[config.mk]
export PLATFORM = sky130hd
export DESIGN_NAME = axilite_m_bridge_flat
export DESIGN_NICKNAME = d
export VERILOG_FILES = /design/src/rtl/axilite_m_pkg.sv /design/src/rtl/axilite_m_bridge_if.sv /design/src/rtl/axilite_m_bridge.sv /design/src/flat_wrapper.sv
export SDC_FILE = /design/constraint.sdc
export NUM_CORES = 1
export LEC_CHECK = 0
export ABC_AREA = 1
export CAP_MARGIN = 30
export CORE_UTILIZATION = 43
export CTS_CLUSTER_DIAMETER = 120
export DETAILED_ROUTE_END_ITERATION = 7
export GPL_TIMING_DRIVEN = 0
export PLACE_DENSITY = 0.87
export SLEW_MARGIN = 10
export SYNTH_ARGS = -nofsm -noshare
export SYNTH_HDL_FRONTEND = slang
export SYNTH_SLANG_ARGS = --single-unit
[constraint.sdc]
create_clock -name axi_aclk -period 2.2 [get_ports axi_aclk]
set_input_delay 0.55 -clock axi_aclk [delete_from_list [all_inputs] [get_ports axi_aclk]]
set_output_delay 0.55 -clock axi_aclk [all_outputs]
set_load 0.05 [all_outputs]
[src/rtl/axilite_m_pkg.sv]
// Shared definitions for the AXI4-Lite master bridge.
//   state_e        : bridge FSM states
//   RESP_*         : AXI response codes
//   DEF_*          : default parameter values for the bridge and its bus interface
package axilite_m_pkg;

    typedef enum logic [2:0] {
        IDLE,
        WR,
        WR_B,
        RD_AR,
        RD_R,
        RSP
    } state_e;

    localparam logic [1:0] RESP_OKAY   = 2'b00;
    localparam logic [1:0] RESP_SLVERR = 2'b10;
    localparam logic [1:0] RESP_DECERR = 2'b11;

    localparam int unsigned DEF_ADDR_WIDTH = 12;
    localparam int unsigned DEF_DATA_WIDTH = 32;
    localparam int unsigned DEF_TIMEOUT    = 256;

endpackage

[src/rtl/axilite_m_bridge_if.sv]
// AXI4-Lite bus bundle between the bridge (master) and a slave.
//   AW: awvalid/awready/awaddr/awprot   W: wvalid/wready/wdata/wstrb
//   B : bvalid/bready/bresp             AR: arvalid/arready/araddr/arprot
//   R : rvalid/rready/rdata/rresp
interface axilite_m_bridge_if
    import axilite_m_pkg::*;
#(
    parameter int unsigned ADDR_WIDTH = DEF_ADDR_WIDTH,
    parameter int unsigned DATA_WIDTH = DEF_DATA_WIDTH
);
    logic                      awvalid;
    logic                      awready;
    logic [ADDR_WIDTH-1:0]     awaddr;
    logic [2:0]                awprot;
    logic                      wvalid;
    logic                      wready;
    logic [DATA_WIDTH-1:0]     wdata;
    logic [DATA_WIDTH/8-1:0]   wstrb;
    logic                      bvalid;
    logic                      bready;
    logic [1:0]                bresp;
    logic                      arvalid;
    logic                      arready;
    logic [ADDR_WIDTH-1:0]     araddr;
    logic [2:0]                arprot;
    logic                      rvalid;
    logic                      rready;
    logic [DATA_WIDTH-1:0]     rdata;
    logic [1:0]                rresp;

    modport master (
        output awvalid, awaddr, awprot, wvalid, wdata, wstrb, bready,
               arvalid, araddr, arprot, rready,
        input  awready, wready, bvalid, bresp, arready, rvalid, rdata, rresp
    );

    modport slave (
        input  awvalid, awaddr, awprot, wvalid, wdata, wstrb, bready,
               arvalid, araddr, arprot, rready,
        output awready, wready, bvalid, bresp, arready, rvalid, rdata, rresp
    );

endinterface

[src/rtl/axilite_m_bridge.sv]
// Single-outstanding command/response to AXI4-Lite master bridge.
//   axi_aclk, axi_aresetn          : clock, async active-low reset
//   cmd_valid/ready, cmd_write,
//   cmd_addr, cmd_wdata, cmd_wstrb : command in (write when cmd_write=1)
//   rsp_valid/ready, rsp_write,
//   rsp_rdata, rsp_resp            : response out (rdata 0 for writes, DECERR on timeout)
//   axi                            : AXI4-Lite master bus
module axilite_m_bridge
    import axilite_m_pkg::*;
#(
    parameter int unsigned ADDR_WIDTH = DEF_ADDR_WIDTH,
    parameter int unsigned DATA_WIDTH = DEF_DATA_WIDTH,
    parameter int unsigned TIMEOUT    = DEF_TIMEOUT
) (
    input  logic                    axi_aclk,
    input  logic                    axi_aresetn,
    input  logic                    cmd_valid,
    output logic                    cmd_ready,
    input  logic                    cmd_write,
    input  logic [ADDR_WIDTH-1:0]   cmd_addr,
    input  logic [DATA_WIDTH-1:0]   cmd_wdata,
    input  logic [DATA_WIDTH/8-1:0] cmd_wstrb,
    output logic                    rsp_valid,
    input  logic                    rsp_ready,
    output logic                    rsp_write,
    output logic [DATA_WIDTH-1:0]   rsp_rdata,
    output logic [1:0]              rsp_resp,
    axilite_m_bridge_if.master      axi
);

    localparam int unsigned     CNT_W    = $clog2(TIMEOUT + 1);
    localparam logic [CNT_W-1:0] CNT_LAST = CNT_W'(TIMEOUT - 1);

    state_e                  state_q, state_d;
    logic [CNT_W-1:0]        cnt_q, cnt_d;
    logic                    aw_pend_q, aw_pend_d;
    logic                    w_pend_q, w_pend_d;
    logic [DATA_WIDTH-1:0]   rdata_q, rdata_d;
    logic [1:0]              resp_q, resp_d;
    logic [ADDR_WIDTH-1:0]   addr_q;
    logic [DATA_WIDTH-1:0]   wdata_q;
    logic [DATA_WIDTH/8-1:0] wstrb_q;
    logic                    write_q;
    logic                    init_q;
    logic                    cmd_fire;
    logic                    timeout;
    logic                    waiting;

    // init_q keeps cmd_ready low while reset is asserted and for the release edge.
    assign cmd_ready = init_q && (state_q == IDLE);
    assign cmd_fire  = cmd_valid && cmd_ready;
    assign timeout   = (cnt_q == CNT_LAST);
    assign waiting   = (state_q == WR) || (state_q == WR_B) ||
                       (state_q == RD_AR) || (state_q == RD_R);

    always_comb begin
        state_d   = state_q;
        aw_pend_d = aw_pend_q;
        w_pend_d  = w_pend_q;
        rdata_d   = rdata_q;
        resp_d    = resp_q;
        unique case (state_q)
            IDLE: begin
                if (cmd_fire) begin
                    if (cmd_write) begin
                        state_d   = WR;
                        aw_pend_d = 1'b1;
                        w_pend_d  = 1'b1;
                    end else begin
                        state_d = RD_AR;
                    end
                end
            end
            WR: begin
                // Each channel retires independently; both must finish to leave.
                aw_pend_d = aw_pend_q && !axi.awready;
                w_pend_d  = w_pend_q && !axi.wready;
                if (!aw_pend_d && !w_pend_d) begin
                    state_d = WR_B;
                end else if (timeout) begin
                    aw_pend_d = 1'b0;
                    w_pend_d  = 1'b0;
                    resp_d    = RESP_DECERR;
                    rdata_d   = '0;
                    state_d   = RSP;
                end
            end
            WR_B: begin
                if (axi.bvalid) begin
                    resp_d  = axi.bresp;
                    rdata_d = '0;
                    state_d = RSP;
                end else if (timeout) begin
                    resp_d  = RESP_DECERR;
                    rdata_d = '0;
                    state_d = RSP;
                end
            end
            RD_AR: begin
                if (axi.arready) begin
                    state_d = RD_R;
                end else if (timeout) begin
                    resp_d  = RESP_DECERR;
                    rdata_d = '0;
                    state_d = RSP;
                end
            end
            RD_R: begin
                if (axi.rvalid) begin
                    resp_d  = axi.rresp;
                    rdata_d = axi.rdata;
                    state_d = RSP;
                end else if (timeout) begin
                    resp_d  = RESP_DECERR;
                    rdata_d = '0;
                    state_d = RSP;
                end
            end
            RSP: begin
                if (rsp_ready) begin
                    state_d = IDLE;
                end
            end
            default: state_d = IDLE;
        endcase

        // Wait counter: cleared on every state change, saturating otherwise.
        if (state_d != state_q) begin
            cnt_d = '0;
        end else if (waiting && (cnt_q != '1)) begin
            cnt_d = cnt_q + CNT_W'(1);
        end else begin
            cnt_d = cnt_q;
        end
    end

    always_ff @(posedge axi_aclk or negedge axi_aresetn) begin
        if (!axi_aresetn) begin
            state_q   <= IDLE;
            cnt_q     <= '0;
            aw_pend_q <= 1'b0;
            w_pend_q  <= 1'b0;
            rdata_q   <= '0;
            resp_q    <= RESP_OKAY;
            addr_q    <= '0;
            wdata_q   <= '0;
            wstrb_q   <= '0;
            write_q   <= 1'b0;
            init_q    <= 1'b0;
        end else begin
            state_q   <= state_d;
            cnt_q     <= cnt_d;
            aw_pend_q <= aw_pend_d;
            w_pend_q  <= w_pend_d;
            rdata_q   <= rdata_d;
            resp_q    <= resp_d;
            init_q    <= 1'b1;
            if (cmd_fire) begin
                addr_q  <= cmd_addr;
                wdata_q <= cmd_wdata;
                wstrb_q <= cmd_wstrb;
                write_q <= cmd_write;
            end
        end
    end

    assign axi.awvalid = aw_pend_q;
    assign axi.awaddr  = addr_q;
    assign axi.awprot  = 3'b000;
    assign axi.wvalid  = w_pend_q;
    assign axi.wdata   = wdata_q;
    assign axi.wstrb   = wstrb_q;
    assign axi.bready  = (state_q == WR_B);
    assign axi.arvalid = (state_q == RD_AR);
    assign axi.araddr  = addr_q;
    assign axi.arprot  = 3'b000;
    assign axi.rready  = (state_q == RD_R);

    assign rsp_valid = (state_q == RSP);
    assign rsp_write = write_q;
    assign rsp_rdata = rdata_q;
    assign rsp_resp  = resp_q;

endmodule

[src/flat_wrapper.sv]
// flat-port wrapper written by rule: the top's interface ports become plain ports
module axilite_m_bridge_flat import axilite_m_pkg::*;
#(
    parameter int unsigned ADDR_WIDTH = DEF_ADDR_WIDTH,
    parameter int unsigned DATA_WIDTH = DEF_DATA_WIDTH,
    parameter int unsigned TIMEOUT    = DEF_TIMEOUT
)
  (axi_aclk, axi_aresetn, cmd_valid, cmd_ready, cmd_write, cmd_addr, cmd_wdata, cmd_wstrb, rsp_valid, rsp_ready, rsp_write, rsp_rdata, rsp_resp, axi_awvalid, axi_awaddr, axi_awprot, axi_wvalid, axi_wdata, axi_wstrb, axi_bready, axi_arvalid, axi_araddr, axi_arprot, axi_rready, axi_awready, axi_wready, axi_bvalid, axi_bresp, axi_arready, axi_rvalid, axi_rdata, axi_rresp);
  axilite_m_bridge_if #(.ADDR_WIDTH(ADDR_WIDTH), .DATA_WIDTH(DATA_WIDTH)) axi_i ();
  input  logic axi_aclk;
  input  logic axi_aresetn;
  input  logic cmd_valid;
  output logic cmd_ready;
  input  logic cmd_write;
  input  logic [ADDR_WIDTH-1:0] cmd_addr;
  input  logic [DATA_WIDTH-1:0] cmd_wdata;
  input  logic [DATA_WIDTH/8-1:0] cmd_wstrb;
  output logic rsp_valid;
  input  logic rsp_ready;
  output logic rsp_write;
  output logic [DATA_WIDTH-1:0] rsp_rdata;
  output logic [1:0] rsp_resp;
  output wire logic [$bits(axi_i.awvalid)-1:0] axi_awvalid;
  output wire logic [$bits(axi_i.awaddr)-1:0] axi_awaddr;
  output wire logic [$bits(axi_i.awprot)-1:0] axi_awprot;
  output wire logic [$bits(axi_i.wvalid)-1:0] axi_wvalid;
  output wire logic [$bits(axi_i.wdata)-1:0] axi_wdata;
  output wire logic [$bits(axi_i.wstrb)-1:0] axi_wstrb;
  output wire logic [$bits(axi_i.bready)-1:0] axi_bready;
  output wire logic [$bits(axi_i.arvalid)-1:0] axi_arvalid;
  output wire logic [$bits(axi_i.araddr)-1:0] axi_araddr;
  output wire logic [$bits(axi_i.arprot)-1:0] axi_arprot;
  output wire logic [$bits(axi_i.rready)-1:0] axi_rready;
  input wire logic [$bits(axi_i.awready)-1:0] axi_awready;
  input wire logic [$bits(axi_i.wready)-1:0] axi_wready;
  input wire logic [$bits(axi_i.bvalid)-1:0] axi_bvalid;
  input wire logic [$bits(axi_i.bresp)-1:0] axi_bresp;
  input wire logic [$bits(axi_i.arready)-1:0] axi_arready;
  input wire logic [$bits(axi_i.rvalid)-1:0] axi_rvalid;
  input wire logic [$bits(axi_i.rdata)-1:0] axi_rdata;
  input wire logic [$bits(axi_i.rresp)-1:0] axi_rresp;
  assign axi_awvalid = axi_i.awvalid;
  assign axi_awaddr = axi_i.awaddr;
  assign axi_awprot = axi_i.awprot;
  assign axi_wvalid = axi_i.wvalid;
  assign axi_wdata = axi_i.wdata;
  assign axi_wstrb = axi_i.wstrb;
  assign axi_bready = axi_i.bready;
  assign axi_arvalid = axi_i.arvalid;
  assign axi_araddr = axi_i.araddr;
  assign axi_arprot = axi_i.arprot;
  assign axi_rready = axi_i.rready;
  assign axi_i.awready = axi_awready;
  assign axi_i.wready = axi_wready;
  assign axi_i.bvalid = axi_bvalid;
  assign axi_i.bresp = axi_bresp;
  assign axi_i.arready = axi_arready;
  assign axi_i.rvalid = axi_rvalid;
  assign axi_i.rdata = axi_rdata;
  assign axi_i.rresp = axi_rresp;
  axilite_m_bridge #(.ADDR_WIDTH(ADDR_WIDTH), .DATA_WIDTH(DATA_WIDTH), .TIMEOUT(TIMEOUT)) u_core (.axi_aclk(axi_aclk), .axi_aresetn(axi_aresetn), .cmd_valid(cmd_valid), .cmd_ready(cmd_ready), .cmd_write(cmd_write), .cmd_addr(cmd_addr), .cmd_wdata(cmd_wdata), .cmd_wstrb(cmd_wstrb), .rsp_valid(rsp_valid), .rsp_ready(rsp_ready), .rsp_write(rsp_write), .rsp_rdata(rsp_rdata), .rsp_resp(rsp_resp), .axi(axi_i));
endmodule
==> impl_metrics.env <==
export IMPL_cp_end_kind="primary output"
export IMPL_die_height_microns=106
export IMPL_cts_hold_fix_buffers=0
export IMPL_max_vdd_ir_drop_mv=1.24
export IMPL_crit_chain="clkdlybuf4s50_1"
export IMPL_cp_max_fo=4
export IMPL_p_leak_nw=3.49
export IMPL_slowest_stage="clkdlybuf4s50_1"
export IMPL_timing_final_ws_setup_ps=57.4
export IMPL_fmax_ghz=0.467
export IMPL_num_rows=37
export IMPL_final_nets=886
export IMPL_initial_utilization_pct=44.6
export IMPL_power_total_w=0.0115
export IMPL_cts_tree="done"
export IMPL_track_usage_pct=23.9
export IMPL_max_stage_delay_ps=840
export IMPL_start_kind="flop"
export IMPL_htreeDepth=3
export IMPL_grt_pass1_vias=4568
export IMPL_cts_buffers=9
export IMPL_area_growth_pct=51.7
export IMPL_layout_drive_gt1_share_pct=9.57
export IMPL_mostFrequentLayoutCells="nand2_1, clkdlybuf4s50_1, dfrtp_1, inv_1, nor2_1"
export IMPL_critPathBufInv=1
export IMPL_vias_per_cell=5.01
export IMPL_ys_types=31
export IMPL_cts_buffer_depth=2
export IMPL_dr_first_iter_drc_count=211
export IMPL_antenna_found_initial=0
export IMPL_yosys_area_top_type="dfrtp_1"
export IMPL_io_pins=202
export IMPL_setup_viol=0
export IMPL_maxSlewHeadroom_pct=61.8
export IMPL_wl_per_cell_microns=14.2
export IMPL_yosysTopAreaCellShare_pct=52.8
export IMPL_fin_hold_ws_ps=137
export IMPL_synth_edff_count=0
export IMPL_synth_ff_type="dfrtp_1"
export IMPL_gp_congestion=0.835
export IMPL_skew_ps=9.25
export IMPL_fillers=823
export IMPL_port_buffers=194
export IMPL_synthTopCellsByArea="dfrtp_1, nand2_1, inv_1"
export IMPL_status="finished clean"
export IMPL_clk_pin_slew_ps=90
export IMPL_drc_errors=0
export IMPL_finalMaxSlewViolations=0
export IMPL_required_ps=1650
export IMPL_gr_total_overflow=0
export IMPL_root_buffer="clkbuf_8"
export IMPL_synth_cells=573
export IMPL_ant_nets=0
export IMPL_final_common_cell="nand2_1"
export IMPL_routed_via_count=4658
export IMPL_yosys_warnings=0
export IMPL_hold_violations=0
export IMPL_ys_seq_area_share_pct=52.8
export IMPL_period_share_pct=97.4
export IMPL_crit_family="buffers and inverters"
export IMPL_syn_area_per_cell_sq_um=8.10
export IMPL_power_density_mw_per_mm2=1640
export IMPL_period_needed_ps=2140
export IMPL_dpl_cell_area_sq_mm=0.00680
export IMPL_first_pass_iters=6
export IMPL_finalSetupTns_ps=0
export IMPL_grt_max_degree=67
export IMPL_tightest_slew_ps=571
export IMPL_hold_path_class="input port to asynchronous set/reset pin"
export IMPL_hpwl_mm=9.85
export IMPL_dieWidth_microns=106
export IMPL_ys_ff_latch=98
export IMPL_clk_latency_ps=350
export IMPL_synthArstFlopShare_pct=100
export IMPL_grt_pass1_wl_mm=21.3
export IMPL_netlist_area_sq_mm=0.00464
export IMPL_crit_type="flop to primary output"
export IMPL_clock_sinks=98
export IMPL_die_area_sq_mm=0.0112
export IMPL_coreArea_sq_mm=0.0104
export IMPL_dpl_worst_slack_ps=-308
export IMPL_fin_area_sq_mm=0.00704
export IMPL_cp_arrival_ps=1590
export IMPL_finalWirelength_mm=13.2
export IMPL_insertedDiodeCount=0
export IMPL_maxCapViolations=0
==> cell families (layout without fill, tap and decap cells) <==
logic type / Yosys count / count (layout) / synth area share, %
and+or+nand+nor: 289 / 290 / 24.5
other: 2 / 7 / 0.162
xor gates and xnor gates: 7 / 7 / 1.32
DFF: 98 / 98 / 52.8
adders and majority gates: 3 / 3 / 0.809
buffers and inverters: 101 / 316 / 10.3
AOI/OAI and AO/OA: 73 / 73 / 10.1
==> layer usage <==
layer  vias up  part of all wire, %  track usage (%)
li1       2221                    -                -
met1      2199                   40             28.1
met2       217                   50             42.3
met3        21                  8.7             5.94
met4         0                  1.6             8.23
met5         -                    0                0
==> registers in the layout (all words and copies together), names as in the netlist <==
signal and count:
u_core.state_q 3, u_core.axi.wdata 32, u_core.axi.wstrb 4, u_core.rsp_rdata 32, u_core.axi.wvalid 1, u_core.init_q 1, u_core.axi.awvalid 1, u_core.axi.araddr 12
u_core.rsp_write 1, u_core.cnt_q 9, u_core.rsp_resp 2
==> where the power goes <==
part	leakage (nW)	total [W]	switching [W]	internal, W
clock	0.0807	0.00103	0.000585	0.000444
combinational	2.19	0.00746	0.00507	0.00239
sequential	1.22	0.00306	0.000496	0.00257
total	3.49	0.0115	0.00615	0.00540
==> worst paths after layout <==
path,cells after the start,slack [ps],endpoint,startpoint
setup / recovery,1,60,axi_awvalid,u_core.axi.awvalid
hold / removal,1,140,u_core.rsp_rdata[0],axi_aresetn
setup reg to reg,11,120,u_core.rsp_rdata[18],u_core.cnt_q[0]
hold reg to reg,2,490,u_core.axi.wdata[26],u_core.axi.wdata[26]
max in group asynchronous,2,1400,u_core.axi.wdata[8],axi_aresetn
min in group axi_aclk,2,490,u_core.axi.wdata[26],u_core.axi.wdata[26]
==> worst reg2reg max path: stages (launching register included) <==
cell and delay, ps:
dfrtp_1 390, ha_2 210, nand3_1 70, nor2_1 130, and3_4 220, ha_4 170, inv_1 110, nand2_4 120
clkbuf_8 170, nor2_1 50, a31oi_1 180, o22ai_1 120
==> per-stage QoR <==
step,util (%),std cells
after floorplan,-,578
after global placement,65.1,908
after detailed placement,65.3,909
after CTS,67.0,925
after global routing,67.6,930
final,67.6,930
==> synth_stat cells (2+ instances only) <==
cell	number
o21ai_0	5
o22ai_1	26
nand3_1	14
xor2_1	5
ha_1	3
a31oi_1	27
o21ai_1	2
nand2_1	213
dfrtp_1	98
o2111ai_1	4
nor2_1	49
nor3_1	3
a21oi_1	5
nand2_2	6
clkbuf_1	16
inv_1	55
conb_1	2
buf_6	3
buf_4	18
xnor2_1	2
buf_2	5
inv_2	3
==> final cells by class <==
cell class	count	area, sq um	area share (%)
plain buffers	42	275	3.91
clock buffers	14	153	2.17
clock inverters	2	12.5	0.178
inverters	59	224	3.18
multi-input cells	380	1790	25.4
flip-flops and latches	98	2450	34.8
well taps	136	170	2.42
repair buffers	199	1970	28.0
==> timing repair <==
action	4_1_cts	5_1_grt
pin swaps	0	4
endpoints found under the hold margin	0	0
resized for setup	37	20
gates cloned	0	1
setup buffers	0	4
setup endpoints to repair	48	36
No activity file was read; power rests on OpenSTA's default activity.
